<file path="config.mk">
export PLATFORM = sky130hd
export DESIGN_NAME = morse_uart_decoder
export DESIGN_NICKNAME = d
export VERILOG_FILES = /design/src/rtl/morse_uart_decoder.sv
export SDC_FILE = /design/constraint.sdc
export NUM_CORES = 1
export LEC_CHECK = 0
export ABC_AREA = 1
export CORE_ASPECT_RATIO = 1.25
export CORE_UTILIZATION = 30
export CTS_CLUSTER_DIAMETER = 80
export CTS_CLUSTER_SIZE = 40
export DETAILED_ROUTE_END_ITERATION = 12
export PLACE_DENSITY_LB_ADDON = 0.08
export SLEW_MARGIN = 20
export SYNTH_ARGS = -nofsm -noshare
export SYNTH_HDL_FRONTEND = slang
export SYNTH_SLANG_ARGS = --single-unit
</file>
<file path="constraint.sdc">
create_clock -name clk -period 3.3 [get_ports clk]
set_input_delay 0.33 -clock clk [delete_from_list [all_inputs] [get_ports clk]]
set_output_delay 0.33 -clock clk [all_outputs]
set_load 0.01 [all_outputs]
</file>
<file path="src/rtl/morse_uart_decoder.sv">
// Morse decoder with UART output. Button mode takes discrete dot/dash/space
// pulses; timed mode classifies a keyed carrier line against DOT_TICKS.
// Decoded ASCII is buffered in a small FIFO and sent as 8N1 serial.
// Ports:
//   clk, rst_n            clock, async active-low reset
//   mode                  0 = button mode, 1 = timed mode
//   dot_inp .. word_space_inp  button inputs (async, rising edge)
//   rx_cw                 timed-mode key line (async, high = key down)
//   tx                    UART 8N1 output, idle high
//   char_out/char_valid   last pushed ASCII value / one-cycle push pulse
//   fifo_full, overflow   FIFO full / sticky dropped-push flag
//   busy                  UART frame in progress
module morse_uart_decoder #(
  parameter int unsigned BAUD_DIV   = 87,
  parameter int unsigned MAX_SYMS   = 6,
  parameter int unsigned FIFO_DEPTH = 4,
  parameter int unsigned DOT_TICKS  = 1000
) (
  input  logic       clk,
  input  logic       rst_n,
  input  logic       mode,
  input  logic       dot_inp,
  input  logic       dash_inp,
  input  logic       char_space_inp,
  input  logic       word_space_inp,
  input  logic       rx_cw,
  output logic       tx,
  output logic [7:0] char_out,
  output logic       char_valid,
  output logic       fifo_full,
  output logic       overflow,
  output logic       busy
);
  localparam int unsigned AW   = $clog2(FIFO_DEPTH);
  localparam int unsigned CNTW = AW + 1;
  localparam int unsigned CW   = $clog2(7 * DOT_TICKS + 1);
  localparam int unsigned BW   = $clog2(BAUD_DIV);
  localparam int unsigned LW   = 3;

  typedef enum logic {U_IDLE, U_SEND} uart_state_e;

  // Input synchronisers; third stage gives the previous synchronised value.
  logic [5:0] sync1_q, sync2_q, sync3_q;
  logic [3:0] btn_edge_q;
  always_ff @(posedge clk or negedge rst_n) begin
    if (!rst_n) begin
      sync1_q    <= '0;
      sync2_q    <= '0;
      sync3_q    <= '0;
      btn_edge_q <= '0;
    end else begin
      sync1_q    <= {mode, rx_cw, word_space_inp, char_space_inp, dash_inp, dot_inp};
      sync2_q    <= sync1_q;
      sync3_q    <= sync2_q;
      btn_edge_q <= sync2_q[3:0] & ~sync3_q[3:0];
    end
  end

  logic mode_s, mode_chg, rx_s, rx_tog, rx_fall;
  assign mode_s   = sync2_q[5];
  assign mode_chg = sync2_q[5] ^ sync3_q[5];
  assign rx_s     = sync2_q[4];
  assign rx_tog   = sync2_q[4] ^ sync3_q[4];
  assign rx_fall  = sync3_q[4] & ~sync2_q[4];

  logic [CW-1:0]       tcnt_q;
  logic                armed_q;
  logic [MAX_SYMS-1:0] sym_q;
  logic [LW-1:0]       len_q;
  logic                bad_q, space_pend_q, last_space_q;
  logic                elem_v_c, elem_dash_c, char_end_c, word_end_c;
  logic                push_c;
  logic [7:0]          push_data_c;

  function automatic logic [7:0] morse_lookup(input logic [LW-1:0] n, input logic [4:0] p);
    case ({n, p})
      {3'd1, 5'b00000}: morse_lookup = 8'h45; // E
      {3'd1, 5'b00001}: morse_lookup = 8'h54; // T
      {3'd2, 5'b00000}: morse_lookup = 8'h49; // I
      {3'd2, 5'b00001}: morse_lookup = 8'h41; // A
      {3'd2, 5'b00010}: morse_lookup = 8'h4E; // N
      {3'd2, 5'b00011}: morse_lookup = 8'h4D; // M
      {3'd3, 5'b00000}: morse_lookup = 8'h53; // S
      {3'd3, 5'b00001}: morse_lookup = 8'h55; // U
      {3'd3, 5'b00010}: morse_lookup = 8'h52; // R
      {3'd3, 5'b00011}: morse_lookup = 8'h57; // W
      {3'd3, 5'b00100}: morse_lookup = 8'h44; // D
      {3'd3, 5'b00101}: morse_lookup = 8'h4B; // K
      {3'd3, 5'b00110}: morse_lookup = 8'h47; // G
      {3'd3, 5'b00111}: morse_lookup = 8'h4F; // O
      {3'd4, 5'b00000}: morse_lookup = 8'h48; // H
      {3'd4, 5'b00001}: morse_lookup = 8'h56; // V
      {3'd4, 5'b00010}: morse_lookup = 8'h46; // F
      {3'd4, 5'b00100}: morse_lookup = 8'h4C; // L
      {3'd4, 5'b00110}: morse_lookup = 8'h50; // P
      {3'd4, 5'b00111}: morse_lookup = 8'h4A; // J
      {3'd4, 5'b01000}: morse_lookup = 8'h42; // B
      {3'd4, 5'b01001}: morse_lookup = 8'h58; // X
      {3'd4, 5'b01010}: morse_lookup = 8'h43; // C
      {3'd4, 5'b01011}: morse_lookup = 8'h59; // Y
      {3'd4, 5'b01100}: morse_lookup = 8'h5A; // Z
      {3'd4, 5'b01101}: morse_lookup = 8'h51; // Q
      {3'd5, 5'b11111}: morse_lookup = 8'h30;
      {3'd5, 5'b01111}: morse_lookup = 8'h31;
      {3'd5, 5'b00111}: morse_lookup = 8'h32;
      {3'd5, 5'b00011}: morse_lookup = 8'h33;
      {3'd5, 5'b00001}: morse_lookup = 8'h34;
      {3'd5, 5'b00000}: morse_lookup = 8'h35;
      {3'd5, 5'b10000}: morse_lookup = 8'h36;
      {3'd5, 5'b11000}: morse_lookup = 8'h37;
      {3'd5, 5'b11100}: morse_lookup = 8'h38;
      {3'd5, 5'b11110}: morse_lookup = 8'h39;
      default:          morse_lookup = 8'h3F;
    endcase
  endfunction

  // Timed-mode duration counter. armed_q keeps an idle line from emitting
  // char/word ends until at least one element has been keyed.
  always_ff @(posedge clk or negedge rst_n) begin
    if (!rst_n) begin
      tcnt_q  <= '0;
      armed_q <= 1'b0;
    end else if (mode_chg || !mode_s) begin
      tcnt_q  <= '0;
      armed_q <= 1'b0;
    end else begin
      if (rx_tog)                             tcnt_q <= CW'(1);
      else if (tcnt_q != CW'(7 * DOT_TICKS))  tcnt_q <= tcnt_q + CW'(1);
      if (rx_fall)         armed_q <= 1'b1;
      else if (word_end_c) armed_q <= 1'b0;
    end
  end

  // Event decode: one element/char end/word end per cycle.
  always_comb begin
    elem_v_c    = 1'b0;
    elem_dash_c = 1'b0;
    char_end_c  = 1'b0;
    word_end_c  = 1'b0;
    if (!mode_chg) begin
      if (mode_s) begin
        elem_v_c    = rx_fall;
        elem_dash_c = (tcnt_q >= CW'(2 * DOT_TICKS));
        char_end_c  = armed_q && !rx_tog && !rx_s && (tcnt_q == CW'(3 * DOT_TICKS - 1));
        word_end_c  = armed_q && !rx_tog && !rx_s && (tcnt_q == CW'(7 * DOT_TICKS - 1));
      end else if (btn_edge_q[3]) begin
        word_end_c = 1'b1;
      end else if (btn_edge_q[2]) begin
        char_end_c = 1'b1;
      end else if (btn_edge_q[1] || btn_edge_q[0]) begin
        elem_v_c    = 1'b1;
        elem_dash_c = btn_edge_q[1];
      end
    end
  end

  // Push selection; the deferred space of a word end takes its own cycle.
  always_comb begin
    push_c      = 1'b0;
    push_data_c = 8'h00;
    if (space_pend_q) begin
      push_c      = 1'b1;
      push_data_c = 8'h20;
    end else if ((char_end_c || word_end_c) && (len_q != '0)) begin
      push_c      = 1'b1;
      push_data_c = bad_q ? 8'h3F : morse_lookup(len_q, sym_q[4:0]);
    end else if (word_end_c && !last_space_q) begin
      push_c      = 1'b1;
      push_data_c = 8'h20;
    end
  end

  // Symbol register and word-space bookkeeping.
  always_ff @(posedge clk or negedge rst_n) begin
    if (!rst_n) begin
      sym_q        <= '0;
      len_q        <= '0;
      bad_q        <= 1'b0;
      space_pend_q <= 1'b0;
      last_space_q <= 1'b0;
    end else begin
      space_pend_q <= word_end_c && (len_q != '0);
      if (mode_chg || ((char_end_c || word_end_c) && (len_q != '0))) begin
        sym_q <= '0;
        len_q <= '0;
        bad_q <= 1'b0;
      end else if (elem_v_c) begin
        if (len_q == LW'(MAX_SYMS)) begin
          bad_q <= 1'b1;
        end else begin
          sym_q <= {sym_q[MAX_SYMS-2:0], elem_dash_c};
          len_q <= len_q + LW'(1);
        end
      end
      if (push_c && (push_data_c == 8'h20)) last_space_q <= 1'b1;
      if (elem_v_c)                         last_space_q <= 1'b0;
    end
  end

  // FIFO
  logic [7:0]      mem_q [FIFO_DEPTH];
  logic [AW-1:0]   wr_ptr_q, rd_ptr_q;
  logic [CNTW-1:0] count_q, count_d;
  logic            pop_c, accept_c, fifo_empty_c;

  assign fifo_empty_c = (count_q == '0);

  always_comb begin
    accept_c = push_c && (!fifo_full || pop_c);
    count_d  = count_q + CNTW'(accept_c) - CNTW'(pop_c);
  end

  always_ff @(posedge clk) begin
    if (accept_c) mem_q[wr_ptr_q] <= push_data_c;
  end

  always_ff @(posedge clk or negedge rst_n) begin
    if (!rst_n) begin
      wr_ptr_q   <= '0;
      rd_ptr_q   <= '0;
      count_q    <= '0;
      fifo_full  <= 1'b0;
      overflow   <= 1'b0;
      char_out   <= 8'h00;
      char_valid <= 1'b0;
    end else begin
      char_valid <= push_c;
      if (push_c)                         char_out <= push_data_c;
      if (push_c && !accept_c)            overflow <= 1'b1;
      if (accept_c)                       wr_ptr_q <= wr_ptr_q + AW'(1);
      if (pop_c)                          rd_ptr_q <= rd_ptr_q + AW'(1);
      count_q   <= count_d;
      fifo_full <= (count_d == CNTW'(FIFO_DEPTH));
    end
  end

  // UART transmitter
  uart_state_e   state_q, state_d;
  logic [BW-1:0] baud_q;
  logic [3:0]    bit_q;
  logic [8:0]    shift_q;
  logic          baud_end_c;

  assign baud_end_c = (baud_q == BW'(BAUD_DIV - 1));

  always_comb begin
    state_d = state_q;
    pop_c   = 1'b0;
    case (state_q)
      U_IDLE: begin
        if (!fifo_empty_c) begin
          pop_c   = 1'b1;
          state_d = U_SEND;
        end
      end
      U_SEND: begin
        if (baud_end_c && (bit_q == 4'd9)) begin
          if (!fifo_empty_c) pop_c   = 1'b1;
          else               state_d = U_IDLE;
        end
      end
      default: state_d = U_IDLE;
    endcase
  end

  always_ff @(posedge clk or negedge rst_n) begin
    if (!rst_n) state_q <= U_IDLE;
    else        state_q <= state_d;
  end

  always_ff @(posedge clk or negedge rst_n) begin
    if (!rst_n) begin
      tx      <= 1'b1;
      busy    <= 1'b0;
      baud_q  <= '0;
      bit_q   <= '0;
      shift_q <= '1;
    end else if (pop_c) begin
      tx      <= 1'b0;
      busy    <= 1'b1;
      baud_q  <= '0;
      bit_q   <= '0;
      shift_q <= {1'b1, mem_q[rd_ptr_q]};
    end else if (state_q == U_SEND) begin
      if (baud_end_c) begin
        baud_q <= '0;
        if (bit_q == 4'd9) begin
          tx   <= 1'b1;
          busy <= 1'b0;
        end else begin
          tx      <= shift_q[0];
          shift_q <= {1'b1, shift_q[8:1]};
          bit_q   <= bit_q + 4'd1;
        end
      end else begin
        baud_q <= baud_q + BW'(1);
      end
    end
  end

endmodule

</file>
==> results of run 1 <==
[synth_stat cells (2+ instances only)]
library cell and instances:
sky130_fd_sc_hd__nand2_1 135, sky130_fd_sc_hd__nor2_1 85, sky130_fd_sc_hd__inv_1 84, sky130_fd_sc_hd__dfrtp_1 77, sky130_fd_sc_hd__nand3_1 44, sky130_fd_sc_hd__o21ai_0 30, sky130_fd_sc_hd__edfxtp_1 28, sky130_fd_sc_hd__a21oi_1 21
sky130_fd_sc_hd__ha_1 17, sky130_fd_sc_hd__nand4_1 12, sky130_fd_sc_hd__nor3_1 12, sky130_fd_sc_hd__inv_2 11, sky130_fd_sc_hd__xor2_1 11, sky130_fd_sc_hd__dfstp_2 9, sky130_fd_sc_hd__o22ai_1 9, sky130_fd_sc_hd__nand2_2 8
sky130_fd_sc_hd__o21ai_1 5, sky130_fd_sc_hd__nand3b_1 4, sky130_fd_sc_hd__buf_2 3, sky130_fd_sc_hd__buf_4 3, sky130_fd_sc_hd__nor2_2 3, sky130_fd_sc_hd__a31oi_1 2, sky130_fd_sc_hd__clkbuf_1 2, sky130_fd_sc_hd__nor3_2 2
sky130_fd_sc_hd__nor3b_1 2, sky130_fd_sc_hd__o21a_1 2, sky130_fd_sc_hd__o21bai_1 2, sky130_fd_sc_hd__xnor2_1 2
[routing by layer]
| metal | wire [um] | track usage | up-vias |
|---|---|---|---|
| met3 | 340 | 0.0423 | 21 |
| met1 | 5370 | 0.160 | 2041 |
| met5 | 0 | 0 | - |
| met4 | 288 | 0.0620 | 0 |
| met2 | 6520 | 0.254 | 67 |
| li1 | - | - | 2132 |
[what timing repair did]
action / CTS / global route
endpoints found under the hold margin: 30 / 0
setup buffers: 0 / 2
setup endpoints to repair: 0 / 1
hold buffers: 1 / 0
gates resized for setup: 0 / 4
[worst paths after layout]
| kind | end | slack (ns) |
|---|---|---|
| setup / recovery | fifo_full$_DFF_PN0_ | 0.30 |
| hold / removal | sync2_q[0]$_DFF_PN0_ | 0.35 |
| setup reg to reg | fifo_full$_DFF_PN0_ | 0.30 |
| hold reg to reg | sync2_q[0]$_DFF_PN0_ | 0.35 |
| max in group asynchronous | tx$_DFFE_PN1P_ | 2.03 |
| min in group asynchronous | baud_q[3]$_DFFE_PN0P_ | 0.50 |
[final cells by class]
class	instances	area [um2]
Inverter	95	357
Timing Repair Buffer	32	288
Clock buffer	24	513
Tap cell	228	285
Multi-Input combinational cell	417	2140
Sequential cell	114	3000
Clock inverter	8	48.8
Fill cell	1858	11500
[power groups by stage]
stage	combinational, mW	sequential, mW	clock (mW)
6_report	0.855	1.92	1.70
5_1_grt	0.989	1.95	1.83
4_1_cts	0.843	1.92	1.76
3_5_place_dp	0.839	1.94	0
3_3_place_gp	0.819	1.94	0
2_1_floorplan	0.531	1.90	0
[sequential cells by signal (all words and copies together), names as in the netlist, 5 cells and up]
signal / flops
mem_q: 28
tcnt_q: 13
shift_q: 8
baud_q: 7
char_out: 7
sync1_q: 6
sync2_q: 6
sync3_q: 6
sym_q: 5
[logic make-up (layout without fill, tap and decap cells)]
| logic type | count (synthesis) | in the layout |
|---|---|---|
| AO/OA/AOI/OAI | 73 | 73 |
| XOR/XNOR | 13 | 13 |
| adder cells (fa/ha/maj) | 18 | 18 |
| buffers and inverters | 104 | 159 |
| flip-flops | 114 | 114 |
| other | 1 | 1 |
| AND/OR/NAND/NOR | 312 | 312 |
[through the flow]
stage | util | power [mW] | worst slack [ns] | hold slack, ns | TNS (ns)
floorplan | - | 2.43 | 0.479 | 0.0344 | 0
global placement | 0.333 | 2.76 | 0.355 | 0.332 | 0
detailed placement | 0.333 | 2.78 | 0.220 | 0.336 | 0
CTS | 0.364 | 4.52 | 0.187 | 0.337 | 0
global route | 0.367 | 4.77 | -0.0138 | 0.326 | -0.0138
finish | 0.367 | 4.48 | 0.301 | 0.347 | 0
==> results.tsv, run 1 <==
stage	metric	value	unit
worst_hold_path	holdPathStages	0	
final_layout	antennaDiodeCount	0	
worst_setup_path	setup.worst_path.start_class	flip-flop	
yosys	dominant_combinational_cell_family_by_area_after_synthesis	simple AND/OR/NAND/NOR gates	
clock_tree	cts.sinks	114	
pwr	p_int	3.19	mW
worst_setup_path	startpoint	sync2_q[4]$_DFF_PN0_	
yosys	synth_top_area_cell	sky130_fd_sc_hd__dfrtp_1	
timing	final_min_period_over_clock_period	0.909	
final_layout	postLayoutCellArea	0.00663	mm2
worst_setup_path	setup.worst_path.end_class	flip-flop	
timing	fmaxAchievable	0.333	GHz
yosys	post_synth_xor_area_fraction	0.0206	
yosys	synth_compound_gate_area_share	0.0713	
yosys	syn_area_per_cell	8.70	um2
yosys	fraction_of_synthesis_flops_using_an_asynchronous_set_or_reset_pin	0.754	
pwr	comb_power_share	0.191	
die	ios	21	
worst_setup_path	worst-path-max-fanout	7	
clock_tree	clock_tree.root_cell	sky130_fd_sc_hd__clkbuf_16	
clock_tree	cts_tree	done	
final_layout	area_delta_synth_final	20.1	%
drt	num_vias	4261	
final_layout	post_layout_nonfiller_instances	918	
pwr	switching_power	1.29	mW
yosys	synthesis.nets	661	
worst_setup_path	reg2reg_depth	20	
timing	final.min_clock_period	3.00	ns
yosys	synthDistinctLibCells	38	
yosys	synth_enable_flop_cells	28	
pwr	swShare	0.289	
drt	post-route-drc-count	0	
clock_tree	clk_path_buf_depth	2	
worst_setup_path	crit_chain	inv_1, ha_4, nand2_1, nor2_1, nand2_1, nor2_2, nand2_1, nand2_2, nand3b_1, nand4_2, nand2_2, ha_1, inv_1, ha_1, inv_1, fa_1, xnor2_1, xnor2_1, nand2_1, nor2_1	
placement	detailed_place_hpwl	9150	um
clock_tree	cts_made_buffers	17	
final_layout	drive_above_1_share	0.122	
timing	tightestPinTransition	0.681	ns
pwr	power_density	675	mW/mm2
global_routing	grt_use_total	0.145	
worst_hold_path	hold_class	reg2reg	
timing	timing_hold_violations_final	0	
status	outcome	complete, no violations	
worst_hold_path	worst_hold_startpoint	sync1_q[0]$_DFF_PN0_	
global_routing	grt_max_degree	53	
yosys	synthesized_area_fraction_occupied_by_adder_cells	0.0421	
timing	slew_viol_final	0	
die	num_rows	55	
die	fp.dieArea	0.0190	mm2
timing	slew_headroom	0.546	
die	die_w	123	um
flow_run	max_cap_violations	0	
final_layout	most_common_library_cell_in_the_layout_ignoring_fill_and_taps	sky130_fd_sc_hd__nand2_1	
drt	dr.first_iter.drc_count	134	
worst_setup_path	required	3.64	ns
pwr	power.ir.vdd_worst	0.000365	V
yosys	yosys-mux-area-fraction	0	
global_routing	grt_pass1_wl	20700	um
global_routing	first_global_vias	4311	
drt	post_route_ant_nets	0	
global_routing	grt_remaining_overflow	0	
clock_tree	clock_tree.htree_level_count	4	
placement	routabilityCongestion	0.874	
drt	route.final.wire_length	12500	um
yosys	synth_seq_cells	114	
placement	place.detailed.instances	883	
die	dieHeight	154	um
worst_setup_path	max_stage_delay	0.37	ns
yosys	synth_warnings	0	
timing	finClkSkew	0.0147	ns
pwr	power.share.clock	0.380	
placement	portBuffers	19	
yosys	yosys.area_share.simple	0.248	
yosys	synth-main-ff-cell	sky130_fd_sc_hd__dfrtp_1	
timing	report.final.setup_viol	0	
global_routing	antenna_violations_before_repair	0	
drt	route.detailed.vias_per_inst	4.64	
worst_setup_path	worstPathArrival	3.34	ns
worst_setup_path	crit_slowest_cell	sky130_fd_sc_hd__dfrtp_1	
final_layout	most-common-layout-cells	sky130_fd_sc_hd__nand2_1, sky130_fd_sc_hd__nor2_1, sky130_fd_sc_hd__inv_1	
worst_setup_path	criticalPathCategory	reg2reg	
pwr	cellLeakagePower	3.07	nW
drt	detail_route.wl_per_cell	13.6	um
yosys	yosysSeqAreaShare	0.544	
die	initial_utilization	0.305	
clock_tree	worstSkewPairLatency	0.41	ns
yosys	synthesis.instances	635	
worst_setup_path	buffer_and_inverter_count_on_the_worst_path	3	
worst_setup_path	critical_path.most_common_cell	sky130_fd_sc_hd__nand2_1	
die	core-area	0.0181	mm2
yosys	main_area_contributors_after_synthesis	sky130_fd_sc_hd__dfrtp_1, sky130_fd_sc_hd__edfxtp_1, sky130_fd_sc_hd__nand2_1	
yosys	syn-cell-area	0.00553	mm2
worst_setup_path	cpLargestDelayFamily	adder cells	
drt	dr.pass1.iters	4	
pwr	power.sequential.fraction	0.429	
clock_tree	clkTransAtPathRegs	0.05	ns
worst_setup_path	cp_num_cells	20	
placement	placement.cell_area	0.00602	mm2
worst_setup_path	rr_startpoint	sync2_q[4]$_DFF_PN0_	
yosys	synth_largest_type_area_fraction	0.349	
final_layout	finalNetCount	703	
(Power assumes the default switching activity.)
==> inputs of run 2 (changes only) <==
CELL_PAD_IN_SITES_DETAIL_PLACEMENT = 1   (was unset)
CELL_PAD_IN_SITES_GLOBAL_PLACEMENT = 2   (was unset)
==> results.tsv, run 2 (synthesis results as in run 1) <==
stage	metric	value	unit
die	dieHeight	154	um
pwr	post_layout_total_power	4.68	mW
pwr	cellLeakagePower	3.09	nW
die	initial_utilization	0.305	
worst_setup_path	setup.worst_path.start_class	flip-flop	
worst_setup_path	worstPathArrival	3.38	ns
clock_tree	cts_made_buffers	17	
status	outcome	complete, no violations	
timing	slew_viol_final	0	
worst_hold_path	worst_hold_startpoint	sync1_q[2]$_DFF_PN0_	
global_routing	grt_max_degree	49	
pwr	power_density	699	mW/mm2
final_layout	regMostFlops	mem_q	
timing	fmaxAchievable	0.329	GHz
final_layout	area_delta_synth_final	21.2	%
worst_setup_path	worst-path-max-fanout	15	
timing	final.min_clock_period	3.04	ns
drt	detail_route.wl_per_cell	15.1	um
placement	placement.cell_area	0.00602	mm2
die	num_rows	55	
global_routing	grt_pass1_wl	23200	um
drt	dr.first_iter.drc_count	152	
timing	worst_hold_slack	0.343	ns
timing	tightestPinTransition	0.707	ns
final_layout	postLayoutCellArea	0.00670	mm2
final_layout	most_common_library_cell_in_the_layout_ignoring_fill_and_taps	sky130_fd_sc_hd__nand2_1	
worst_setup_path	startpoint	baud_q[0]$_DFFE_PN0P_	
global_routing	antenna_violations_before_repair	0	
worst_setup_path	criticalPathCategory	reg2reg	
clock_tree	clk_path_buf_depth	2	
final_layout	most-common-layout-cells	sky130_fd_sc_hd__nand2_1, sky130_fd_sc_hd__nor2_1, sky130_fd_sc_hd__inv_1	
die	fp.dieArea	0.0190	mm2
pwr	power.ir.vdd_worst	0.000413	V
clock_tree	cts_tree	done	
die	core-area	0.0181	mm2
clock_tree	clkTransAtPathRegs	0.06	ns
timing	final_min_period_over_clock_period	0.922	
final_layout	layout.core_utilization	0.370	
timing	timing_hold_violations_final	0	
worst_setup_path	critical_path.most_common_cell	sky130_fd_sc_hd__inv_1	
timing	report.final.setup_viol	0	
timing	slew_headroom	0.527	
die	ios	21	
clock_tree	cts.sinks	114	
worst_setup_path	crit_chain	inv_1, ha_1, inv_1, nor3_2, nand3_2, nand2_2, nand2_1, inv_2, nand2_2, buf_4, inv_1, ha_1, inv_1, ha_1, inv_1, fa_2, xnor2_2, xnor2_2, nand2_1, nor2_1	
worst_setup_path	required	3.64	ns
final_layout	largest_reg_flops	28	
worst_hold_path	hold_class	reg2reg	
placement	detailed_place_hpwl	10100	um
worst_setup_path	crit_slowest_cell	sky130_fd_sc_hd__dfrtp_1	
drt	post_route_ant_nets	0	
clock_tree	worstSkewPairLatency	0.41	ns
global_routing	first_global_vias	4639	
final_layout	post_layout_nonfiller_instances	918	
drt	route.detailed.vias_per_inst	4.65	
final_layout	antennaDiodeCount	0	
timing	finClkSkew	0.0108	ns
drt	post-route-drc-count	0	
worst_setup_path	setup.worst_path.end_class	flip-flop	
final_layout	drive_above_1_share	0.125	
clock_tree	clock_tree.root_cell	sky130_fd_sc_hd__clkbuf_16	
drt	num_vias	4270	
placement	routabilityCongestion	0.790	
worst_setup_path	rr_startpoint	baud_q[0]$_DFFE_PN0P_	
die	die_w	123	um
worst_setup_path	max_stage_delay	0.40	ns
drt	route.final.wire_length	13900	um
clock_tree	clock_tree.htree_level_count	4	
flow_run	max_cap_violations	0	
drt	dr.pass1.iters	4	
placement	portBuffers	19	
global_routing	grt_use_total	0.160	
final_layout	finalNetCount	703	
final_layout	num-fill-cells	2141	
placement	place.detailed.instances	881	
final_layout	largest_registers	mem_q (28), tcnt_q (13), shift_q (8)	
global_routing	grt_remaining_overflow	0	
[run 2: cell types whose count changed in the layout (fill, tap and decap cells not counted), moves of 2 or more]
cell	change
sky130_fd_sc_hd__xnor2_2	+2
sky130_fd_sc_hd__inv_6	+2
sky130_fd_sc_hd__bufinv_16	+3
sky130_fd_sc_hd__clkbuf_8	-4
sky130_fd_sc_hd__clkinv_1	+2
sky130_fd_sc_hd__xnor2_1	-2
[run 2: path summary, 6_finish.rpt]
kind	cells past startpoint	slack (ns)	end
max in group asynchronous	3	2.21	tcnt_q[2]$_DFFE_PN0P_
setup / recovery	20	0.26	fifo_full$_DFF_PN0_
hold / removal	0	0.34	sync2_q[2]$_DFF_PN0_
hold reg to reg	0	0.34	sync2_q[2]$_DFF_PN0_
setup reg to reg	20	0.26	fifo_full$_DFF_PN0_
min in group asynchronous	2	0.45	bit_q[3]$_DFFE_PN0P_
[run 2: report_power, final]
group,switching [mW],internal [mW]
clock,0.671,1.18
sequential,0.218,1.72
combinational,0.492,0.406
[run 2: per-layer routing]
| metal | wire, um | GRT usage | vias up |
|---|---|---|---|
| met5 | 0 | 0 | - |
| met3 | 312 | 0.0371 | 15 |
| met4 | 191 | 0.0551 | 0 |
| met1 | 5900 | 0.185 | 2085 |
| met2 | 7470 | 0.283 | 41 |
| li1 | - | - | 2129 |
[run 2: what timing repair did]
| item | 4_1_cts | 5_1_grt |
|---|---|---|
| endpoints found under the setup margin | 0 | 1 |
| resized for setup | 0 | 8 |
| endpoints found under the hold margin | 29 | 0 |
| buffers inserted | 0 | 4 |
| hold buffers | 1 | 0 |
[run 2: critical path: cells and delay by family (launching register included)]
family | cells | cell delay (ns)
XOR/XNOR | 2 | 0.36
adder cells (fa/ha/maj) | 4 | 0.86
buffers and inverters | 7 | 0.60
flip-flops | 1 | 0.40
AND/OR/NAND/NOR | 7 | 0.73
[run 2: area by class of cell]
class | count | area, um2 | share of cell area
clock buffer | 18 | 429 | 0.0641
clock inverter | 14 | 161 | 0.0241
inverter | 95 | 357 | 0.0532
multi-input combinational | 417 | 2160 | 0.323
sequential | 114 | 3000 | 0.449
tap | 228 | 285 | 0.0426
timing repair buffer | 32 | 300 | 0.0448
[run 2: through the flow]
| stage | setup slack (ns) | TNS (ns) |
|---|---|---|
| after floorplan | 0.479 | 0 |
| after global placement | 0.354 | 0 |
| after detailed placement | 0.140 | 0 |
| after CTS | 0.124 | 0 |
| after global routing | -0.00719 | -0.00719 |
| final | 0.257 | 0 |
